**config.mk**
```make
export PLATFORM = sky130hd
export DESIGN_NAME = bsearch_resolver
export DESIGN_NICKNAME = d
export VERILOG_FILES = /design/src/rtl/bsearch_resolver.sv
export SDC_FILE = /design/constraint.sdc
export NUM_CORES = 1
export LEC_CHECK = 0
export ABC_AREA = 1
export BUFFER_PORTS_ARGS = -buffer_cell sky130_fd_sc_hd__buf_4
export CAP_MARGIN = 20
export CELL_PAD_IN_SITES_DETAIL_PLACEMENT = 0
export CELL_PAD_IN_SITES_GLOBAL_PLACEMENT = 1
export CORE_MARGIN = 5
export CORE_UTILIZATION = 35
export DETAILED_ROUTE_END_ITERATION = 8
export PLACE_DENSITY = 0.67
export SLEW_MARGIN = 20
export SYNTH_ARGS = -nofsm -noshare
export SYNTH_HDL_FRONTEND = slang
export SYNTH_SLANG_ARGS = --single-unit
```
**constraint.sdc**
```tcl
create_clock -name clk -period 4.8 [get_ports clk]
set_clock_uncertainty 0.15 [all_clocks]
set_input_delay 0.48 -clock clk [delete_from_list [all_inputs] [get_ports clk]]
set_output_delay 0.48 -clock clk [all_outputs]
set_load 0.1 [all_outputs]
```
**src/rtl/bsearch_resolver.sv**
```systemverilog
// ---------------------------------------------------------------------------
// bsearch_resolver
//
// Recovers a hidden operand held by an external magnitude comparator. Each
// probe is presented on oGuess and the comparator answers with a 3-bit
// relation code (bit2 = probe>hidden, bit1 = probe<hidden, bit0 = equal).
// The block binary-searches the range 0 .. 2^WIDTH-1 until the relation
// says equal, the search interval empties, or an illegal code arrives.
//
// Optional feature macro: BSEARCH_TIMEOUT_EN
//   Defined   -> abort with oError=1 after TIMEOUT consecutive PROBE cycles
//                without iValid.
//   Undefined -> PROBE waits indefinitely for iValid.
//
// Handshake: oGuess_valid=1 means a probe is on oGuess. A result is consumed
// on every cycle where oGuess_valid=1 and iValid=1. There is no
// back-pressure on the answer side; iValid outside PROBE is ignored.
//
// Ports:
//   clk           in   clock, all state on rising edge
//   rst           in   synchronous active-high reset
//   iStart        in   start pulse, honoured in IDLE or DONE
//   iData[2:0]    in   relation of probe vs hidden operand
//   iValid        in   iData valid this cycle
//   oGuess        out  current probe (0 when no probe is presented)
//   oGuess_valid  out  probe presented, awaiting result
//   oData         out  resolved operand (valid with oDone & oFound)
//   oDone         out  search finished, level held
//   oFound        out  operand resolved
//   oError        out  illegal relation code, or timeout
//   oSteps        out  number of accepted probe results
//   o_state       out  FSM state, for observation
// ---------------------------------------------------------------------------
module bsearch_resolver #(
  parameter int WIDTH   = 8,
  parameter int STEPW   = $clog2(WIDTH + 2),
  parameter int TIMEOUT = 16
) (
  input  logic             clk,
  input  logic             rst,
  input  logic             iStart,
  input  logic [2:0]       iData,
  input  logic             iValid,
  output logic [WIDTH-1:0] oGuess,
  output logic             oGuess_valid,
  output logic [WIDTH-1:0] oData,
  output logic             oDone,
  output logic             oFound,
  output logic             oError,
  output logic [STEPW-1:0] oSteps,
  output logic [1:0]       o_state
);

  typedef enum logic [1:0] {
    S_IDLE  = 2'd0,
    S_PROBE = 2'd1,
    S_DONE  = 2'd2
  } state_t;

  localparam logic [WIDTH:0] LP_MAX = {1'b0, {WIDTH{1'b1}}};
  localparam logic [WIDTH:0] LP_ONE = {{WIDTH{1'b0}}, 1'b1};

  // lo/hi carry one extra bit so that guess+1 can reach 2^WIDTH and
  // guess-1 can reach -1 without wrapping back into the search range.
  state_t           r_state, w_state_n;
  logic [WIDTH:0]   r_lo, w_lo_n;
  logic [WIDTH:0]   r_hi, w_hi_n;
  logic [WIDTH-1:0] r_data, w_data_n;
  logic             r_found, w_found_n;
  logic             r_error, w_error_n;
  logic [STEPW-1:0] r_steps, w_steps_n;

  logic [WIDTH:0]   w_guess;
  logic [WIDTH:0]   w_lo_inc;
  logic [WIDTH:0]   w_hi_dec;
  logic             w_start;
  logic             w_timeout;

  assign w_guess  = r_lo + ((r_hi - r_lo) >> 1);
  assign w_lo_inc = w_guess + LP_ONE;
  assign w_hi_dec = w_guess - LP_ONE;
  assign w_start  = iStart && (r_state != S_PROBE);

`ifdef BSEARCH_TIMEOUT_EN
  localparam int WAITW = $clog2(TIMEOUT + 1);
  localparam logic [WAITW-1:0] LP_WAIT_LAST = WAITW'(TIMEOUT - 1);

  logic [WAITW-1:0] r_wait;

  // Counts idle PROBE cycles; the TIMEOUT-th idle cycle aborts the search.
  always_ff @(posedge clk) begin
    if (rst || w_start || (r_state != S_PROBE) || iValid) begin
      r_wait <= '0;
    end else begin
      r_wait <= r_wait + 1'b1;
    end
  end

  assign w_timeout = (r_state == S_PROBE) && !iValid && (r_wait == LP_WAIT_LAST);
`else
  assign w_timeout = 1'b0;
`endif

  always_comb begin
    w_state_n = r_state;
    w_lo_n    = r_lo;
    w_hi_n    = r_hi;
    w_data_n  = r_data;
    w_found_n = r_found;
    w_error_n = r_error;
    w_steps_n = r_steps;

    case (r_state)
      S_IDLE, S_DONE: begin
        if (iStart) begin
          w_state_n = S_PROBE;
          w_lo_n    = '0;
          w_hi_n    = LP_MAX;
          w_data_n  = '0;
          w_found_n = 1'b0;
          w_error_n = 1'b0;
          w_steps_n = '0;
        end
      end
      S_PROBE: begin
        if (iValid) begin
          w_steps_n = r_steps + 1'b1;
          case (iData)
            3'b001: begin
              w_data_n  = w_guess[WIDTH-1:0];
              w_found_n = 1'b1;
              w_state_n = S_DONE;
            end
            3'b100: begin
              w_hi_n = w_hi_dec;
              // hi = -1 shows up as the top bit set; lo is never negative.
              if (w_hi_dec[WIDTH] || (r_lo > w_hi_dec)) begin
                w_state_n = S_DONE;
              end
            end
            3'b010: begin
              w_lo_n = w_lo_inc;
              if (w_lo_inc > r_hi) begin
                w_state_n = S_DONE;
              end
            end
            default: begin
              w_error_n = 1'b1;
              w_state_n = S_DONE;
            end
          endcase
        end else if (w_timeout) begin
          w_error_n = 1'b1;
          w_state_n = S_DONE;
        end
      end
      default: begin
        w_state_n = S_IDLE;
      end
    endcase
  end

  always_ff @(posedge clk) begin
    if (rst) begin
      r_state <= S_IDLE;
      r_lo    <= '0;
      r_hi    <= LP_MAX;
      r_data  <= '0;
      r_found <= 1'b0;
      r_error <= 1'b0;
      r_steps <= '0;
    end else begin
      r_state <= w_state_n;
      r_lo    <= w_lo_n;
      r_hi    <= w_hi_n;
      r_data  <= w_data_n;
      r_found <= w_found_n;
      r_error <= w_error_n;
      r_steps <= w_steps_n;
    end
  end

  // The probe is only driven while it is being offered, so the outputs read
  // all-zero in IDLE and DONE.
  assign oGuess       = (r_state == S_PROBE) ? w_guess[WIDTH-1:0] : '0;
  assign oGuess_valid = (r_state == S_PROBE);
  assign oData        = r_data;
  assign oDone        = (r_state == S_DONE);
  assign oFound       = r_found;
  assign oError       = r_error;
  assign oSteps       = r_steps;
  assign o_state      = r_state;

endmodule

```
Word-level counts from Yosys, hierarchy flattened
Cells that the tools add are included.
{ "op_classes": {"addsub": 5, "n_mux": 29, "bitwise_logic": 0, "n_lt_le_gt_ge": 2, "div_mod_pow": 0, "n_eq_ne": 13, "shift": 0, "reduce_logical": 11, "n_mul": 0} }
{ "op_table": {"columns": ["op", "count"], "rows": [
  ["$mux W9", 6],
  ["$pmux W9 S2", 2],
  ["$mux W8", 4],
  ["$reduce_and A4 Y1", 5],
  ["$gt A9 B9 Y1", 2],
  ["$pmux W8 S2", 1],
  ["$add A9 B1 Y9 const B", 1],
  ["$add A9 B8 Y9", 1],
  ["$sub A9 B1 Y9 const B", 1],
  ["$sub A9 B9 Y9", 1],
  ["$mux W2", 4],
  ["$mux W4", 2],
  ["$pmux W2 S2", 2],
  ["$pmux W4 S2", 1],
  ["$ne A2 B1 Y1 const B", 3],
  ["$ne A2 B2 Y1 const B", 3],
  ["$ne A3 B3 Y1 const B", 2],
  ["$mux W1", 5],
  ["$add A4 B1 Y4 const B", 1],
  ["$pmux W1 S2", 2],
  ["$eq A3 B1 Y1 const B", 1],
  ["$eq A3 B2 Y1 const B", 1],
  ["$eq A3 B3 Y1 const B", 1],
  ["$reduce_and A3 Y1", 1],
  ["other kinds (7)", 7]
]} }
{ "totals": {"register_bits": 34, "in_bits": 7, "romBits": 0, "latch_bits": 0, "mem_bits_rw": 0, "out_inout_bits": 26, "wordCells": 67, "mem_count": 0} }

Longest topological paths before layout
Gate-level depths: netlist of run 1.
{ "logic_depth": {"word_depth": 9, "depth_mapped": 32} }

Worst setup path before layout of run 1
No wires, ideal clock.
{ "synth_path": {"path_type": "register -> output", "startpoint": "register r_lo[1]", "endpoint": "output port oGuess[7]", "path_buffers": 0, "arrival_ns": 3.707, "required_ns": 4.170, "stages_incl_launch_ff": 17, "setup_slack_ns": 0.463, "cell_sequence": "dfxtp_1 inv_1 ha_1 nand2_1 o21ai_0 a21oi_1 o21bai_1 xor2_1 inv_1 ha_1 a21oi_1 nor2_1 nor2_1 nand2_1 nand2_1 nand2_1 nor2_1"} }
{ "synth_between": {"elab_chain_cells": 3} }
{ "synth_lines": {"columns": ["element", "line_no", "rtl"], "rows": [
  ["start: declaration", "66", "logic [WIDTH:0] r_lo, w_lo_n;"],
  ["start signal: assignment", "174", "r_lo <= w_lo_n;"],
  ["$sub A9 B9 Y9", "79", "assign w_guess = r_lo + ((r_hi - r_lo) >> 1);"],
  ["$add A9 B8 Y9 (*)", "79", null],
  ["$mux W8 (*)", "185", "assign oGuess = (r_state == S_PROBE) ? w_guess[WIDTH-1:0] : '0;"],
  ["end: declaration", "44", "output logic [WIDTH-1:0] oGuess,"]
]} }
Mark *: on every way between the ends. The rest lies on a longest branch, timed or not.

Final worst setup path of run 1
{ "layout_path": {"startpoint": "register r_lo[0]", "endpoint": "register r_state[1], in the netlist o_state[1]"} }
{ "layout_between": {"elab_chain_cells": 7} }
{ "layout_lines": {"columns": ["element", "line_no", "rtl"], "rows": [
  ["$sub A9 B9 Y9", "79", null],
  ["$add A9 B8 Y9", "79", null],
  ["$sub A9 B1 Y9", "81", "assign w_hi_dec = w_guess - LP_ONE;"],
  ["$gt A9 B9 Y1", "137", "if (w_hi_dec[WIDTH] || (r_lo > w_hi_dec)) begin"],
  ["$logic_or A1 B1 Y1", "137", null],
  ["$ne A3 B3 Y1 (no line)", null, null],
  ["$reduce_and A4 Y1 (no line) (*)", null, null],
  ["end signal: assignment", "173", "r_state <= w_state_n;"],
  ["end: declaration", "65", "state_t r_state, w_state_n;"]
]} }
Marks and branches as above.
A chain may end at the register's enable or synchronous reset.

==> impl_metrics.json, run 1 <==
{
  "status": "complete, no violations",
  "rsz0062_at_grt": "no",
  "hpwl_um": 6695,
  "reg2reg_from": "r_lo[0]$_SDFFE_PP0P_",
  "comb_power_share_pct": 48.5,
  "powerDensity_nw_per_um2": 322.2,
  "clock_sinks": 34,
  "p_sw_mw": 0.5112,
  "layout-drive-gt1-share_pct": 23.11,
  "antenna_left": 0,
  "antenna_found_initial": 0,
  "busiest_layer": "met2",
  "worstSetupEndpointType": "flop",
  "use_met3_pct": 2.422,
  "cts_buffers": 5,
  "synth_area_um2": 2903,
  "p_leak_nw": 1.714,
  "finalHoldViolCount": 0,
  "routabilityCongestion": 0.8706,
  "fmax_mhz": 226.8,
  "arrival_ns": 4.44,
  "cts_root_buf": "clkbuf_8",
  "grt_pass1_vias": 2803,
  "routedWlPerCell_um": 14.55,
  "die_area_um2": 10220,
  "yosysWarnings": 0,
  "synth_area_per_cell_um2": 6.944,
  "n_antenna_cell": 0,
  "p_sw_share_pct": 44.83,
  "rows": 33,
  "first_iter_violations": 92,
  "clkTransAtPathRegs_ns": 0.08,
  "drcViolationCount": 0,
  "grtUsageMet2_pct": 29.58,
  "die_w_um": 101.1,
  "fin_setup_tns_ns": 0,
  "cp_max_fo": 5,
  "critical_path.reg2reg.endpoint": "o_state[1]$_SDFFE_PP0P_",
  "finalCritPeriodShare_pct": 91.84,
  "seqPwrFrac_pct": 27.1,
  "pre_cts_slack_ns": 0.01950,
  "r2r_cells": 25,
  "synth_seq_cells": 34,
  "synth_cell_types": 36,
  "grt_use_met1_pct": 23.56,
  "setup_viol": 0,
  "fin_nets": 507,
  "grt_start_max_net_pins": 24,
  "worst_pin_slew_ns": 0.5093,
  "cts_max_path_buffers": 2,
  "grt_first_pass_wirelength_um": 14010,
  "cp_data_required_time_ns": 4.84,
  "vias": 2704,
  "critPathSlowestCell": "fa_2",
  "fin_crit_ns": 4.409,
  "die_h_um": 101.1,
  "path_class": "reg -> reg",
  "crit_end": "o_state[1]$_SDFFE_PP0P_",
  "slowest_delay_ns": 0.61,
  "grt_overflow": 0,
  "hold_class": "reg -> reg",
  "synthToLayoutAreaGrowth_pct": 21.90,
  "relSlewSlack_pct": 65.78,
  "drv_cap": 0,
  "worst-path-buf-inv": 5,
  "port-buffer-count": 32,
  "syn_nets": 462,
  "yosysSeqAreaShare_pct": 23.45,
  "core_area_um2": 8134,
  "rrSetupSlack_ns": 0.39,
  "peakVddDrop_mv": 0.1439,
  "drv_slew": 0,
  "post-route-util_pct": 43.50,
  "cp_num_cells": 25,
  "critical-path-top-delay-family": "adder cells",
  "wl_um": 8262,
  "clock_latency_ns": 0.29,
  "p_int_mw": 0.6290,
  "syn_inst": 418,
  "vias_per_cell": 4.761,
  "cp-startpoint": "r_lo[0]$_SDFFE_PP0P_",
  "ios": 33,
  "start_kind": "flop",
  "cts_tree": "done",
  "worst_slack_ns": 0.3915,
  "globalRouteTotalUtil_pct": 17.54,
  "dr.pass1.iters": 4,
  "clkPwrFrac_pct": 24.3,
  "htreeDepth": 2,
  "initial_utilization_pct": 35.69,
  "dp_cells": 558,
  "fin_cells": 568
}
power by group through the flow:
stage / combinational [mW] / sequential (mW) / clock (mW)
6_report: 0.553 / 0.309 / 0.278
5_1_grt: 0.615 / 0.311 / 0.298
4_1_cts: 0.535 / 0.308 / 0.283
3_5_place_dp: 0.530 / 0.315 / 0
3_3_place_gp: 0.532 / 0.314 / 0
2_1_floorplan: 0.355 / 0.367 / 0
state kept, by name (all words and copies together), names as in the netlist:
name	count
r_hi	9
r_lo	9
oData	8
oSteps	4
o_state	2
oError	1
oFound	1
tightest hold or removal path: stages (launching register included):
cell and delay [ns]:
dfxtp_1 0.32, nand2_1 0.06, a21oi_1 0.05
metrics by stage:
stage | power (mW) | instance area, um2 | hold WS [ns]
after global placement | 0.8463 | 3301 | 0.3012
after global routing | 1.224 | 3538 | 0.3304
after floorplan | 0.7224 | 2903 | 0.3072
after CTS | 1.126 | 3413 | 0.3195
final | 1.140 | 3538 | 0.3150
after detailed placement | 0.8445 | 3301 | 0.3077
area by class of cell:
| type | instances | area [um2] |
|---|---|---|
| sequential | 34 | 685.7 |
| inverter | 75 | 284.0 |
| clock buffer | 6 | 82.58 |
| clock inverter | 1 | 30.03 |
| fill | 856 | 4596 |
| timing repair buffer | 41 | 307.8 |
| tap | 105 | 131.4 |
| multi-input combinational | 306 | 2017 |
Yosys cell counts:
cell / count / area share, %
xnor2_1: 6 / 1.8
and2_2: 1 / 0.26
o211ai_1: 3 / 0.78
nand4_1: 7 / 1.5
o2111ai_1: 1 / 0.30
nand3b_1: 4 / 1.0
nor2_2: 5 / 1.1
dfxtp_1: 34 / 23
nor3_1: 4 / 0.69
xnor2_2: 1 / 0.56
xor2_1: 14 / 4.2
fa_1: 2 / 1.4
clkinv_2: 2 / 0.34
nor3_2: 1 / 0.34
ha_1: 35 / 15
nand3_1: 13 / 2.2
nor2_4: 8 / 3.1
inv_1: 64 / 8.3
nor2_1: 30 / 3.9
o21bai_1: 2 / 0.52
a21oi_2: 1 / 0.30
o221ai_1: 5 / 1.5
a21oi_1: 42 / 7.2
nand2_4: 2 / 0.78
o21ai_1: 4 / 0.69
nand3_2: 1 / 0.34
o22ai_4: 1 / 0.69
inv_2: 8 / 1.0
buf_6: 1 / 0.39
nand2_2: 6 / 1.3
nand4_2: 1 / 0.43
or2_1: 1 / 0.22
nand2_1: 99 / 13
clkinv_1: 1 / 0.13
o21ai_0: 6 / 1.0
clkbuf_1: 2 / 0.26
metal layers:
layer  vias up  share of wire (%)
met2        39                 47
li1       1434                  -
met3         9                2.6
met1      1222                 49
met4         0                1.3
met5         -                  0
worst min-delay path by stage:
stage,start,end,slack (ns),cells after the start
after global placement,oData[4]$_SDFFE_PP0P_,oData[4]$_SDFFE_PP0P_,0.30,2
after CTS,oData[3]$_SDFFE_PP0P_,oData[3]$_SDFFE_PP0P_,0.32,2
after detailed placement,oData[3]$_SDFFE_PP0P_,oData[3]$_SDFFE_PP0P_,0.31,2
final,oData[3]$_SDFFE_PP0P_,oData[3]$_SDFFE_PP0P_,0.32,2
after floorplan,r_lo[0]$_SDFFE_PP0P_,r_lo[0]$_SDFFE_PP0P_,0.31,2
after global routing,oData[3]$_SDFFE_PP0P_,oData[3]$_SDFFE_PP0P_,0.33,2
cell usage in the layout (no fill, tap or decap), types with 3 or more instances in the layout:
| cell | n |
|---|---|
| a21oi_1 | 41 |
| buf_4 | 41 |
| clkbuf_8 | 6 |
| dfxtp_1 | 32 |
| ha_1 | 30 |
| ha_4 | 3 |
| inv_1 | 61 |
| inv_2 | 11 |
| nand2_1 | 96 |
| nand2_2 | 9 |
| nand3_1 | 13 |
| nand3b_1 | 4 |
| nand4_1 | 7 |
| nor2_1 | 27 |
| nor2_2 | 7 |
| nor2_4 | 9 |
| nor3_1 | 4 |
| o211ai_1 | 3 |
| o21ai_0 | 3 |
| o21ai_1 | 4 |
| o21ai_2 | 3 |
| o221ai_1 | 5 |
| xnor2_1 | 6 |
| xor2_1 | 14 |
kinds of logic (layout without fill, tap and decap cells):
kind of cell	Yosys count	in the layout	share of synthesized area (%)
XOR/XNOR	21	21	6.595
AND/OR/NAND/NOR	183	183	30.00
buffers and inverters	78	123	10.43
AO/OA/AOI/OAI	65	65	13.06
flip-flops	34	34	23.45
adder cells (fa/ha/maj)	37	37	16.47
what timing repair did:
action	in CTS	in global routing
pin swaps	0	6
setup buffers	0	3
endpoints found under the hold margin	0	0
setup endpoints to repair	1	2
gates resized for setup	1	27
hold buffers	0	0
gates cloned	0	0
Power figures use the tool's default switching activity.
==> run 2: changes to the inputs <==
- RECOVER_POWER: unset -> 25
==> impl_metrics.json, run 2 (synthesized netlist as in run 1, its figures left out) <==
{
  "path_class": "reg -> reg",
  "cts_root_buf": "clkbuf_8",
  "clock_latency_ns": 0.29,
  "fin_nets": 507,
  "p_leak_nw": 1.655,
  "die_area_um2": 10220,
  "rsz0062_at_grt": "no",
  "reg2reg_from": "r_lo[0]$_SDFFE_PP0P_",
  "powerDensity_nw_per_um2": 325.3,
  "peakVddDrop_mv": 0.1406,
  "dpl_cell_area_um2": 3301,
  "critical_path.reg2reg.endpoint": "o_state[1]$_SDFFE_PP0P_",
  "holdWs_ns": 0.3145,
  "antenna_left": 0,
  "setup_viol": 0,
  "fmax_mhz": 227.2,
  "initial_utilization_pct": 35.69,
  "cts_max_path_buffers": 2,
  "worstSetupEndpointType": "flop",
  "port-buffer-count": 32,
  "htreeDepth": 2,
  "vias": 2689,
  "grt_start_max_net_pins": 24,
  "finalHoldViolCount": 0,
  "pre_cts_slack_ns": 0.01950,
  "antenna_found_initial": 0,
  "wl_um": 8230,
  "grt_first_pass_wirelength_um": 14010,
  "cp_max_fo": 5,
  "whs_path_depth": 2,
  "cts_tree": "done",
  "rrSetupSlack_ns": 0.40,
  "cp_data_required_time_ns": 4.84,
  "fin_crit_ns": 4.402,
  "min_from": "oData[3]$_SDFFE_PP0P_",
  "relSlewSlack_pct": 20.25,
  "die_w_um": 101.1,
  "globalRouteTotalUtil_pct": 17.54,
  "drv_slew": 0,
  "grt_overflow": 0,
  "worst_pin_slew_ns": 1.201,
  "clock_sinks": 34,
  "status": "complete, no violations",
  "die_h_um": 101.1,
  "nFillCells": 870,
  "dr.pass1.iters": 4,
  "layout_commonest_cell": "nand2_1",
  "drcViolationCount": 0,
  "final_cell_area_um2": 3486,
  "holdPathEnd": "oData[3]$_SDFFE_PP0P_",
  "r2r_cells": 25,
  "ios": 33,
  "worst_slack_ns": 0.3983,
  "hold_class": "reg -> reg",
  "layout-drive-gt1-share_pct": 20.09,
  "finalCritPeriodShare_pct": 91.70,
  "arrival_ns": 4.44,
  "cts_buffers": 5,
  "routedWlPerCell_um": 14.49,
  "synthToLayoutAreaGrowth_pct": 20.09,
  "drv_cap": 0,
  "holdBufCountCts": 0,
  "vias_per_cell": 4.734,
  "post-route-util_pct": 42.85,
  "core_area_um2": 8134,
  "clkTransAtPathRegs_ns": 0.08,
  "hpwl_um": 6695,
  "fin_setup_tns_ns": 0,
  "n_antenna_cell": 0,
  "first_iter_violations": 93,
  "routabilityCongestion": 0.8706,
  "grt_pass1_vias": 2803,
  "layout_common_cells": "96 x nand2_1, 61 x inv_1, 41 x a21oi_1",
  "start_kind": "flop",
  "rows": 33
}
==> run 2: stage by stage <==
step / total power [mW] / instances
after detailed placement: 0.8445 / 558
final: 1.134 / 568
after global placement: 0.8463 / 558
after global routing: 1.219 / 568
after floorplan: 0.7224 / 418
after CTS: 1.126 / 565
==> run 2: report_power, final <==
group | internal, mW | switching, mW
combinational | 0.162 | 0.386
clock | 0.166 | 0.111
sequential | 0.296 | 0.0132
total | 0.624 | 0.510
==> run 2: timing repair <==
action	in CTS	in global routing
gates cloned	0	0
resized for setup	1	27
pin swaps	0	6
setup endpoints to repair	1	2
endpoints found under the hold margin	0	0
buffers inserted	0	3
==> run 2: area by class of cell <==
type / instances / area [um2] / area share (%)
Multi-Input combinational cell: 306 / 2017 / 57.86
Inverter: 75 / 284.0 / 8.148
Clock inverter: 1 / 30.03 / 0.8615
Clock buffer: 6 / 82.58 / 2.369
Sequential cell: 34 / 685.7 / 19.67
Tap cell: 105 / 131.4 / 3.769
Timing Repair Buffer: 41 / 255.2 / 7.322
==> run 2: worst max-delay path, stage by stage (launching register included) <==
cell and delay, ns:
dfxtp_1 0.37, inv_2 0.08, nor2_4 0.12, fa_1 0.46, inv_1 0.08, ha_2 0.22
inv_1 0.07, fa_2 0.61, ha_1 0.18, inv_1 0.05, nor2_2 0.15, nand3_2 0.11
nor2_4 0.13, xor2_1 0.16, inv_1 0.08, ha_1 0.29, a21oi_1 0.12, o21ai_0 0.12
a21oi_1 0.18, nand2_1 0.07, a21oi_1 0.12, nand3_1 0.11, nand2_1 0.12, nand2_1 0.06
nand2_1 0.05, nor2_1 0.04
==> run 2: worst max-delay path by stage <==
| stage | start | endpoint | cells past startpoint |
|---|---|---|---|
| global placement | r_lo[0]$_SDFFE_PP0P_ | o_state[1]$_SDFFE_PP0P_ | 29 |
| finish | r_lo[0]$_SDFFE_PP0P_ | o_state[1]$_SDFFE_PP0P_ | 25 |
| detailed placement | r_lo[0]$_SDFFE_PP0P_ | o_state[1]$_SDFFE_PP0P_ | 29 |
| floorplan | r_lo[1]$_SDFFE_PP0P_ | oGuess[7] | 16 |
| global route | r_hi[1]$_SDFFE_PP1P_ | o_state[1]$_SDFFE_PP0P_ | 28 |
| CTS | r_lo[0]$_SDFFE_PP0P_ | o_state[1]$_SDFFE_PP0P_ | 29 |
==> run 2: routing by layer <==
metal  routed length [um]  global-route usage, %
met5                    0                      0
met3                  232                  2.422
met1                 3981                  23.56
met4                  109                  4.192
met2                 3908                  29.58
